$ cat src/rtl/pipe_stall_ctrl_pkg.sv
// Shared pipeline control definitions: stall FSM state encoding and the
// hard-wired zero register index.
package pipe_stall_ctrl_pkg;

  typedef enum logic [1:0] {
    RUN      = 2'd0,
    WAIT_MEM = 2'd1,
    ERROR    = 2'd2
  } state_t;

  localparam logic [4:0] REG_ZERO = 5'd0;

endpackage

$ cat src/rtl/pipe_hazard_detect.sv
// Combinational load-use compare between the EX-stage load destination and
// the ID-stage source registers.
module pipe_hazard_detect
  import pipe_stall_ctrl_pkg::*;
(
  input  logic       ex_do_dm_read,
  input  logic [4:0] ex_write_reg_addr,
  input  logic [4:0] id_ra_addr,
  input  logic [4:0] id_rt_addr,
  input  logic       id_uses_ra,
  input  logic       id_uses_rt,
  output logic       load_use
);

  logic ra_match;
  logic rt_match;

  assign ra_match = id_uses_ra & (id_ra_addr == ex_write_reg_addr);
  assign rt_match = id_uses_rt & (id_rt_addr == ex_write_reg_addr);

  // Register zero is never written, so a load targeting it cannot create a dependency.
  assign load_use = ex_do_dm_read & (ex_write_reg_addr != REG_ZERO) & (ra_match | rt_match);

endmodule

$ cat src/rtl/pipe_stall_ctrl.sv
// Pipeline stall controller: merges memory handshakes, load-use hazards and
// branch-flush bookkeeping into the register-wall enables, with a timeout watchdog.
module pipe_stall_ctrl
  import pipe_stall_ctrl_pkg::*;
#(
  parameter int MEM_TIMEOUT = 64,
  parameter int CNT_W       = 16
) (
  input  logic             clock,
  input  logic             reset,
  output logic             im_req,
  input  logic             im_ack,
  input  logic             mem_dm_read,
  input  logic             mem_dm_write,
  output logic             dm_req,
  input  logic             dm_ack,
  input  logic [4:0]       id_ra_addr,
  input  logic [4:0]       id_rt_addr,
  input  logic             id_uses_ra,
  input  logic             id_uses_rt,
  input  logic             ex_do_dm_read,
  input  logic [4:0]       ex_write_reg_addr,
  input  logic             ex_branch_taken,
  output logic             enable_regwalls,
  output logic             do_hazard,
  output logic             do_flush_REG1,
  output logic             mem_error,
  output logic [CNT_W-1:0] stall_cycles
);

  localparam int WC_W = $clog2(MEM_TIMEOUT + 1);

  state_t           state;
  logic             im_done;
  logic             dm_done;
  logic             flush_pending;
  logic             mem_error_q;
  logic [WC_W-1:0]  wait_cnt;
  logic [CNT_W-1:0] stall_q;

  logic active;
  logic need_dm;
  logic im_ok;
  logic dm_ok;
  logic advance;
  logic load_use;
  logic stall_event;

  pipe_hazard_detect u_hazard (
    .ex_do_dm_read     (ex_do_dm_read),
    .ex_write_reg_addr (ex_write_reg_addr),
    .id_ra_addr        (id_ra_addr),
    .id_rt_addr        (id_rt_addr),
    .id_uses_ra        (id_uses_ra),
    .id_uses_rt        (id_uses_rt),
    .load_use          (load_use)
  );

  // Reset gates every output so the walls never see a stale request or enable.
  assign active  = (state != ERROR) & ~reset;
  assign need_dm = mem_dm_read | mem_dm_write;
  assign im_ok   = im_ack | im_done;
  assign dm_ok   = ~need_dm | dm_ack | dm_done;
  assign advance = active & im_ok & dm_ok;

  assign enable_regwalls = advance;
  assign im_req          = active & ~im_done;
  assign dm_req          = active & need_dm & ~dm_done;
  assign do_hazard       = load_use & advance;
  // A hazard holds REG1, so a pending flush must wait for the next advancing cycle.
  assign do_flush_REG1   = (ex_branch_taken | flush_pending) & advance & ~load_use;
  assign mem_error       = mem_error_q & ~reset;
  assign stall_cycles    = reset ? '0 : stall_q;

  assign stall_event = (~advance | do_hazard) & (state != ERROR);

  always_ff @(posedge clock) begin
    if (reset) begin
      state         <= RUN;
      im_done       <= 1'b0;
      dm_done       <= 1'b0;
      flush_pending <= 1'b0;
      wait_cnt      <= '0;
      mem_error_q   <= 1'b0;
      stall_q       <= '0;
    end else begin
      case (state)
        RUN: begin
          if (!advance) begin
            im_done  <= im_done | im_ack;
            dm_done  <= dm_done | dm_ack;
            wait_cnt <= WC_W'(1);
            state    <= WAIT_MEM;
          end
        end
        WAIT_MEM: begin
          if (advance) begin
            im_done  <= 1'b0;
            dm_done  <= 1'b0;
            wait_cnt <= '0;
            state    <= RUN;
          end else begin
            im_done <= im_done | im_ack;
            dm_done <= dm_done | dm_ack;
            if (wait_cnt == WC_W'(MEM_TIMEOUT)) begin
              state       <= ERROR;
              mem_error_q <= 1'b1;
            end else begin
              wait_cnt <= wait_cnt + WC_W'(1);
            end
          end
        end
        ERROR: begin
          mem_error_q <= 1'b1;
        end
        default: state <= RUN;
      endcase

      if (state != ERROR) begin
        if (do_flush_REG1)
          flush_pending <= 1'b0;
        else if (ex_branch_taken)
          flush_pending <= 1'b1;
      end

      if (stall_event && (stall_q != '1))
        stall_q <= stall_q + CNT_W'(1);
    end
  end

endmodule
$ cat config.mk
export PLATFORM = sky130hd
export DESIGN_NAME = pipe_stall_ctrl
export DESIGN_NICKNAME = d
export VERILOG_FILES = /design/src/rtl/pipe_stall_ctrl_pkg.sv /design/src/rtl/pipe_hazard_detect.sv /design/src/rtl/pipe_stall_ctrl.sv
export SDC_FILE = /design/constraint.sdc
export NUM_CORES = 1
export LEC_CHECK = 0
export CELL_PAD_IN_SITES_DETAIL_PLACEMENT = 1
export CELL_PAD_IN_SITES_GLOBAL_PLACEMENT = 1
export CORE_MARGIN = 8
export CORE_UTILIZATION = 32
export DETAILED_ROUTE_END_ITERATION = 12
export PLACE_DENSITY_LB_ADDON = 0.2
export SYNTH_ARGS = -nofsm -noshare
export SYNTH_HDL_FRONTEND = slang
export SYNTH_SLANG_ARGS = --single-unit
$ cat constraint.sdc
create_clock -name clock -period 1.7 [get_ports clock]
set_input_delay 0.255 -clock clock [delete_from_list [all_inputs] [get_ports clock]]
set_output_delay 0.255 -clock clock [all_outputs]
set_load 0.05 [all_outputs]
==> results of run 1 <==
-- path summary, 6_finish.rpt --
path,from,slack [ns],end
worst max register to register,im_done,-0.28,stall_q[15]
worst min-delay path,dm_done,0.49,dm_done
worst min register to register,dm_done,0.49,dm_done
worst max-delay path,dm_done,-0.28,do_hazard
-- cells in the mapped netlist (2+ instances only) --
library cell,n,area (µm²)
a21oi_1,9,45.0
nor4b_1,2,17.5
nand4b_1,2,17.5
and3_1,3,18.8
nor2_1,25,93.8
nor4_1,4,25.0
buf_4,2,15.0
nor3_1,8,40.0
o211ai_1,4,30.0
xor2_1,2,17.5
nand4_1,3,18.8
nand3_1,10,50.1
xnor2_1,13,114
o21bai_1,2,15.0
inv_1,8,30.0
or4_1,6,45.0
dfxtp_1,29,581
nand2_1,16,60.1
clkbuf_1,4,15.0
o21a_1,2,15.0
mux2_2,9,101
ha_1,3,37.5
o21ai_0,10,50.1
nand2b_1,3,18.8
nor2b_1,18,113
-- layer usage --
| metal | vias up | wire, µm |
|---|---|---|
| li1 | 988 | - |
| met1 | 1048 | 3300 |
| met2 | 63 | 4320 |
| met3 | 19 | 329 |
| met4 | 0 | 201 |
| met5 | - | 0 |
-- metrics by stage --
step	hold WS, ns	power [mW]	instances	util, %	TNS (ns)
2_1_floorplan	0.443	0.955	218	-	-0.751
3_3_place_gp	0.470	1.18	376	53.6	-15.67
3_5_place_dp	0.477	1.19	376	53.6	-17.33
4_1_cts	0.478	1.83	398	60.9	-2.72
5_1_grt	0.513	1.97	400	64.0	-5.52
6_report	0.489	1.89	400	64.0	-4.55
-- cells in the final DEF (no fill, tap or decap), types with 3 or more instances in the layout --
cell and instances:
dlygate4sd2_1 12, nand3_1 7, buf_6 16, nor3_2 5, nand2b_1 3, clkdlybuf4s15_1 3
dfxtp_2 11, o21ai_0 8, clkbuf_8 5, or4_1 3, clkdlybuf4s50_1 4, mux2_4 5
buf_12 22, nor2b_1 14, buf_2 3, inv_2 4, or4_4 3, nor2b_2 4
o211ai_1 4, a21oi_1 5, nand2_1 14, nand4_1 3, buf_4 49, nor4_4 3
xnor2_1 12, nor2_1 24, dfxtp_1 18, inv_1 3, mux2_2 4
-- timing repair --
item | in CTS | in global routing
pin swaps | 28 | 15
gates cloned | 1 | 0
resized for setup | 86 | 38
setup endpoints to repair | 44 | 32
setup buffers | 15 | 4
-- power groups by stage --
stage,Combinational [mW],Sequential [mW],Clock [mW]
floorplan,0.219,0.736,0
global placement,0.448,0.731,0
detailed placement,0.458,0.732,0
CTS,0.527,0.724,0.578
global route,0.621,0.729,0.623
finish,0.586,0.727,0.581
-- registers in the layout (all words and copies together) (netlist names) --
| signal | cells |
|---|---|
| dm_done | 1 |
| state | 2 |
| mem_error_q | 1 |
| wait_cnt | 7 |
| stall_q | 16 |
| flush_pending | 1 |
| im_done | 1 |
-- logic make-up after synthesis --
group / count (synthesis)
multiplexers: 10
AND/OR/NAND/NOR: 106
adder cells (fa/ha/maj): 3
XOR/XNOR: 15
AO/OA/AOI/OAI: 38
flip-flops: 29
buffers and inverters: 17
-- cell type report --
type                            instances  area [µm²]
Fill cell                             588        1960
Multi-Input combinational cell        173        1490
Timing Repair Buffer                  110        1190
Sequential cell                        29         594
Tap cell                               72        90.1
Clock buffer                            6        72.6
Inverter                                8        32.5
Clock inverter                          2        10.0
-- critical path, stage by stage, from the launching register on --
cell      delay [ns]
dfxtp_2         0.34
o21bai_4        0.20
o211ai_1        0.26
buf_4           0.19
buf_6           0.11
inv_4           0.03
and3_4          0.15
buf_12          0.14
==> impl_metrics.ini, run 1 <==
[outcome]
run_status = finished with violations
failed_checks = negative setup slack

[floorplanning]
area_of_the_die_um2 = 8190
io_pins = 47
dieHeight_um = 90.5
initial_utilization_pct = 32.6
design.core.area_um2 = 5440
chipWidth_um = 90.5
floorplan.rows = 27

[timing]
achievable-frequency_mhz = 505
final.min_clock_period_ns = 1.98
worst_slew_pin_slew_ns = 0.415
layout_worst_path_cycle_share_pct = 116
hold_violations = 0
setup_ws_ns = -0.279
finClkSkew_ns = 0.00311
slew_headroom_pct = 72.2
setup_repair_after_global_routing_missed_its_margin = true
setup-violations-final = 19
maxSlewViolCount = 0

[setup_path]
worst-endpoint-arrival_ns = 1.72
timing_worst_setup_path_type = reg2out
cp.required_ns = 1.44
worst-r2r-cell-count = 7
timing.critical_path.fanout_max = 4
critical_path.startpoint_type = register
timing.critical_path.to_type = primary output

[pwr]
pwr-share-comb_pct = 30.9
internal-power_mw = 1.29
clock_power_share_pct = 30.7
power_frac_seq_pct = 38.4
total_power_density_per_cell_area_nw_per_um2 = 544
netSwitchingFraction_pct = 32.0
ir_worst_vdd_mv = 0.294
static_power_due_to_leakage_nw = 1.43
power.net_switching_mw = 0.606

[logic_synthesis]
synthesized_area_fraction_occupied_by_ao_oa_aoi_and_oai_cells_pct = 15.1
muxShareOfSynthArea_pct = 6.27
post_synth_fa_ha_maj_area_fraction_pct = 2.11
synth-simple-area-share_pct = 31.9
syn_avg_cell_area_um2 = 8.14
synth_top_family_by_area = simple AND/OR/NAND/NOR gates
syn_nets = 246
syn_inst = 218
synth-seq-area-share_pct = 32.7
count_of_flip_flops_with_a_built_in_enable_after_synthesis = 0
synth-xor-area-share_pct = 7.40
ys.warnings.count = 0
ys_dominant_reg_cell = dfxtp_1
yosysUniqueCellTypes = 46
ys_ff_latch = 29
post_synth_instance_area_um2 = 1780
synthArstFlopShare_pct = 0

[grt]
antenna_found_initial = 0
gr-usage-met1_pct = 21.5
grt_busiest_layer = met2
pin_count_of_the_biggest_net_entering_global_routing = 45
first_pass_grt_wire_length_um = 12600
grt_overflow_total = 0
grt_pass1_vias = 2399
grt_use_met3_pct = 5.07
grtUsageMet2_pct = 33.7
grt_usage_pct = 19.3

[placed_design]
place.port_buffers = 46
post-dp-hpwl_um = 4410
gpl.final_weighted_congestion = 0.772
placement.cell_area_um2 = 2910
dpl_worst_slack_ns = -0.699

[final_layout]
final_cell_area_um2 = 3480
antenna_cells = 0
final_layout_size_suffix_gt1_share_pct = 51.2
synthesis_to_finish_area_growth_pct = 96.1
final_nets = 355

[detailed_routing]
antenna_left = 0
route.final.wire_length_um = 8150
drt_pass1_iterations = 4
drt_iter0_drc = 54
drt_drc_violations_left = 0
routedWlPerCell_um = 20.4
vias_per_cell = 5.30
route.vias.total = 2118

[clocking]
cts_inserted_buffers = 5
ctsLongestPathBuffers = 2
cts_hold_buf = 0
cts_tree = built
clkSlewWorstSetupHoldPaths_ns = 0.07
clkLatencyLatePin_ns = 0.29
cts.sinks = 29
clock-root-buffer = clkbuf_8
h-tree-depth = 2

[hold_path]
min_path_type = reg2reg
worst_hold_path.num_cells = 2

[run]
drv_cap = 0
(Power assumes the default switching activity.)
==> inputs of run 2 (changes only) <==
--- a/config.mk
+++ b/config.mk
@@ -7,6 +7,7 @@
 export LEC_CHECK = 0
 export CELL_PAD_IN_SITES_DETAIL_PLACEMENT = 1
 export CELL_PAD_IN_SITES_GLOBAL_PLACEMENT = 1
+export CORE_ASPECT_RATIO = 0.5
 export CORE_MARGIN = 8
 export CORE_UTILIZATION = 32
 export DETAILED_ROUTE_END_ITERATION = 12
==> run 2 against run 1 <==
Combinational power grew 25%. Count of clock-buffer cells in the layout unchanged. Sequential share of layout area down 0.95 points. Setup slack worse by 0.017 ns. Non-clock buffer count is 6 higher. Critical path depth decreased by 1. Highest routed layer unchanged. The flow still finishes with violations (negative setup slack).
==> impl_metrics.ini, run 2 (synthesis results as in run 1) <==
[timing]
slew_headroom_pct = 67.8
maxSlewViolCount = 0
finClkSkew_ns = 0.0130
achievable-frequency_mhz = 501
worst_slew_pin_slew_ns = 0.482
final.min_clock_period_ns = 2.00
setup-violations-final = 26
hold_violations = 0
layout_worst_path_cycle_share_pct = 117
hold_slack_ns = 0.587
total_neg_setup_slack_ns = -5.40
setup_ws_ns = -0.296
setup_repair_after_global_routing_missed_its_margin = true

[detailed_routing]
drt_iter0_drc = 196
vias_per_cell = 5.59
drt_pass1_iterations = 4
antenna_left = 0
route.final.wire_length_um = 11100
route.vias.total = 2279
drt_drc_violations_left = 0
routedWlPerCell_um = 27.2

[setup_path]
critical-path-top-delay-family = simple AND/OR/NAND/NOR gates
cp_common_cell = nor3_4
cpMaxStageDelayCell = dfxtp_1
timing.critical_path.fanout_max = 3
worst-endpoint-arrival_ns = 2.20
timing.critical_path.to_type = register
critical_path.cell_chain = nand4_1, buf_4, nor3_4, nand3_1, nor3_4, mux2_4
critical_path.startpoint_type = register
critical_path.max_stage_delay_ns = 0.39
worst-path-buf-inv = 1
timing_worst_setup_path_type = reg2reg
cp.required_ns = 1.91

[final_layout]
reg.largest.list = stall_q x16, wait_cnt x7, state x2
largest_register = stall_q
final_nets = 361
final_cell_area_um2 = 3660
most-common-layout-cells = buf_4, dfxtp_1, buf_12
final_layout_size_suffix_gt1_share_pct = 55.4
mostFrequentLayoutCell = buf_4
synthesis_to_finish_area_growth_pct = 106
largest_reg_flops = 16
final.fill_count = 553

[placed_design]
place.port_buffers = 46
gpl.final_weighted_congestion = 0.772
post-dp-hpwl_um = 4730
placement.cell_area_um2 = 2940

[hold_path]
min_path_type = reg2reg

[floorplanning]
design.core.area_um2 = 5420
io_pins = 47
initial_utilization_pct = 32.8
chipWidth_um = 121
floorplan.rows = 19
area_of_the_die_um2 = 8330
dieHeight_um = 68.7

[pwr]
total_power_density_per_cell_area_nw_per_um2 = 626
ir_worst_vdd_mv = 0.583
static_power_due_to_leakage_nw = 1.51
power_mw = 2.29

[run]
drv_cap = 0

[outcome]
run_status = finished with violations
failed_checks = negative setup slack

[clocking]
clock-root-buffer = clkbuf_8
clkSlewWorstSetupHoldPaths_ns = 0.08
cts_tree = built
ctsLongestPathBuffers = 2
cts_inserted_buffers = 5
h-tree-depth = 2
cts.sinks = 29
clkLatencyLatePin_ns = 0.31
cts_hold_buf = 0

[grt]
antenna_found_initial = 1
pin_count_of_the_biggest_net_entering_global_routing = 45
first_pass_grt_wire_length_um = 13900
grt_usage_pct = 22.3
grt_overflow_total = 0
grt_pass1_vias = 2442
[run 2: cell types whose count changed in the layout (fill, tap and decap cells not counted), moves of 3 or more]
cell / previous run / this run
dfxtp_2: 11 / 7
xnor2_2: 1 / 5
dfxtp_1: 18 / 22
nor2_1: 24 / 21
xnor2_1: 12 / 6
dlygate4sd2_1: 12 / 9
clkbuf_2: 0 / 4
buf_4: 49 / 54
[run 2: final timing paths]
| check | start | endpoint | slack (ns) | depth (start not counted) |
|---|---|---|---|---|
| min reg2reg | flush_pending | flush_pending | 0.59 | 2 |
| max | stall_q[6] | stall_q[15] | -0.30 | 6 |
| max reg2reg | stall_q[6] | stall_q[15] | -0.30 | 6 |
| min | flush_pending | flush_pending | 0.59 | 2 |
[run 2: worst min-delay path, delay by kind of cell (launching register included)]
kind / cells / cell delay [ns]
DFF: 1 / 0.34
AOI/OAI and AO/OA: 1 / 0.14
and+or+nand+nor: 1 / 0.07
[run 2: layout make-up]
| type | instances | area [µm²] | area share (%) |
|---|---|---|---|
| multi-input combinational | 173 | 1600 | 43.7 |
| timing repair buffer | 116 | 1220 | 33.4 |
| tap | 73 | 91.3 | 2.50 |
| clock buffer | 6 | 82.6 | 2.26 |
| sequential | 29 | 589 | 16.1 |
| antenna | 1 | 2.50 | 0.0684 |
| inverter | 8 | 32.5 | 0.890 |
| clock inverter | 2 | 37.5 | 1.03 |
[run 2: timing repair]
item,in CTS,in global routing
endpoints found under the setup margin,47,31
pin swaps,28,26
buffers inserted,11,12
cloned,1,0
gates resized for setup,83,64
[run 2: per-stage QoR]
stage | setup WS (ns) | util, % | std cells
2_1_floorplan | -0.114 | - | 218
3_3_place_gp | -0.667 | 54.2 | 380
3_5_place_dp | -0.807 | 54.2 | 380
4_1_cts | -0.211 | 61.6 | 396
5_1_grt | -0.356 | 67.5 | 408
6_report | -0.296 | 67.5 | 408
[run 2: power by group]
group,total (mW),internal (mW),switching [mW]
logic,0.731,0.360,0.372
clock network,0.826,0.477,0.348
registers,0.732,0.706,0.0257
total,2.29,1.54,0.746
[run 2: routing by layer]
metal  GRT usage (%)  share of wire, %
met2            42.1                50
met4            12.3               5.7
met1            23.2                39
met5               0                 0
met3            5.77               5.6
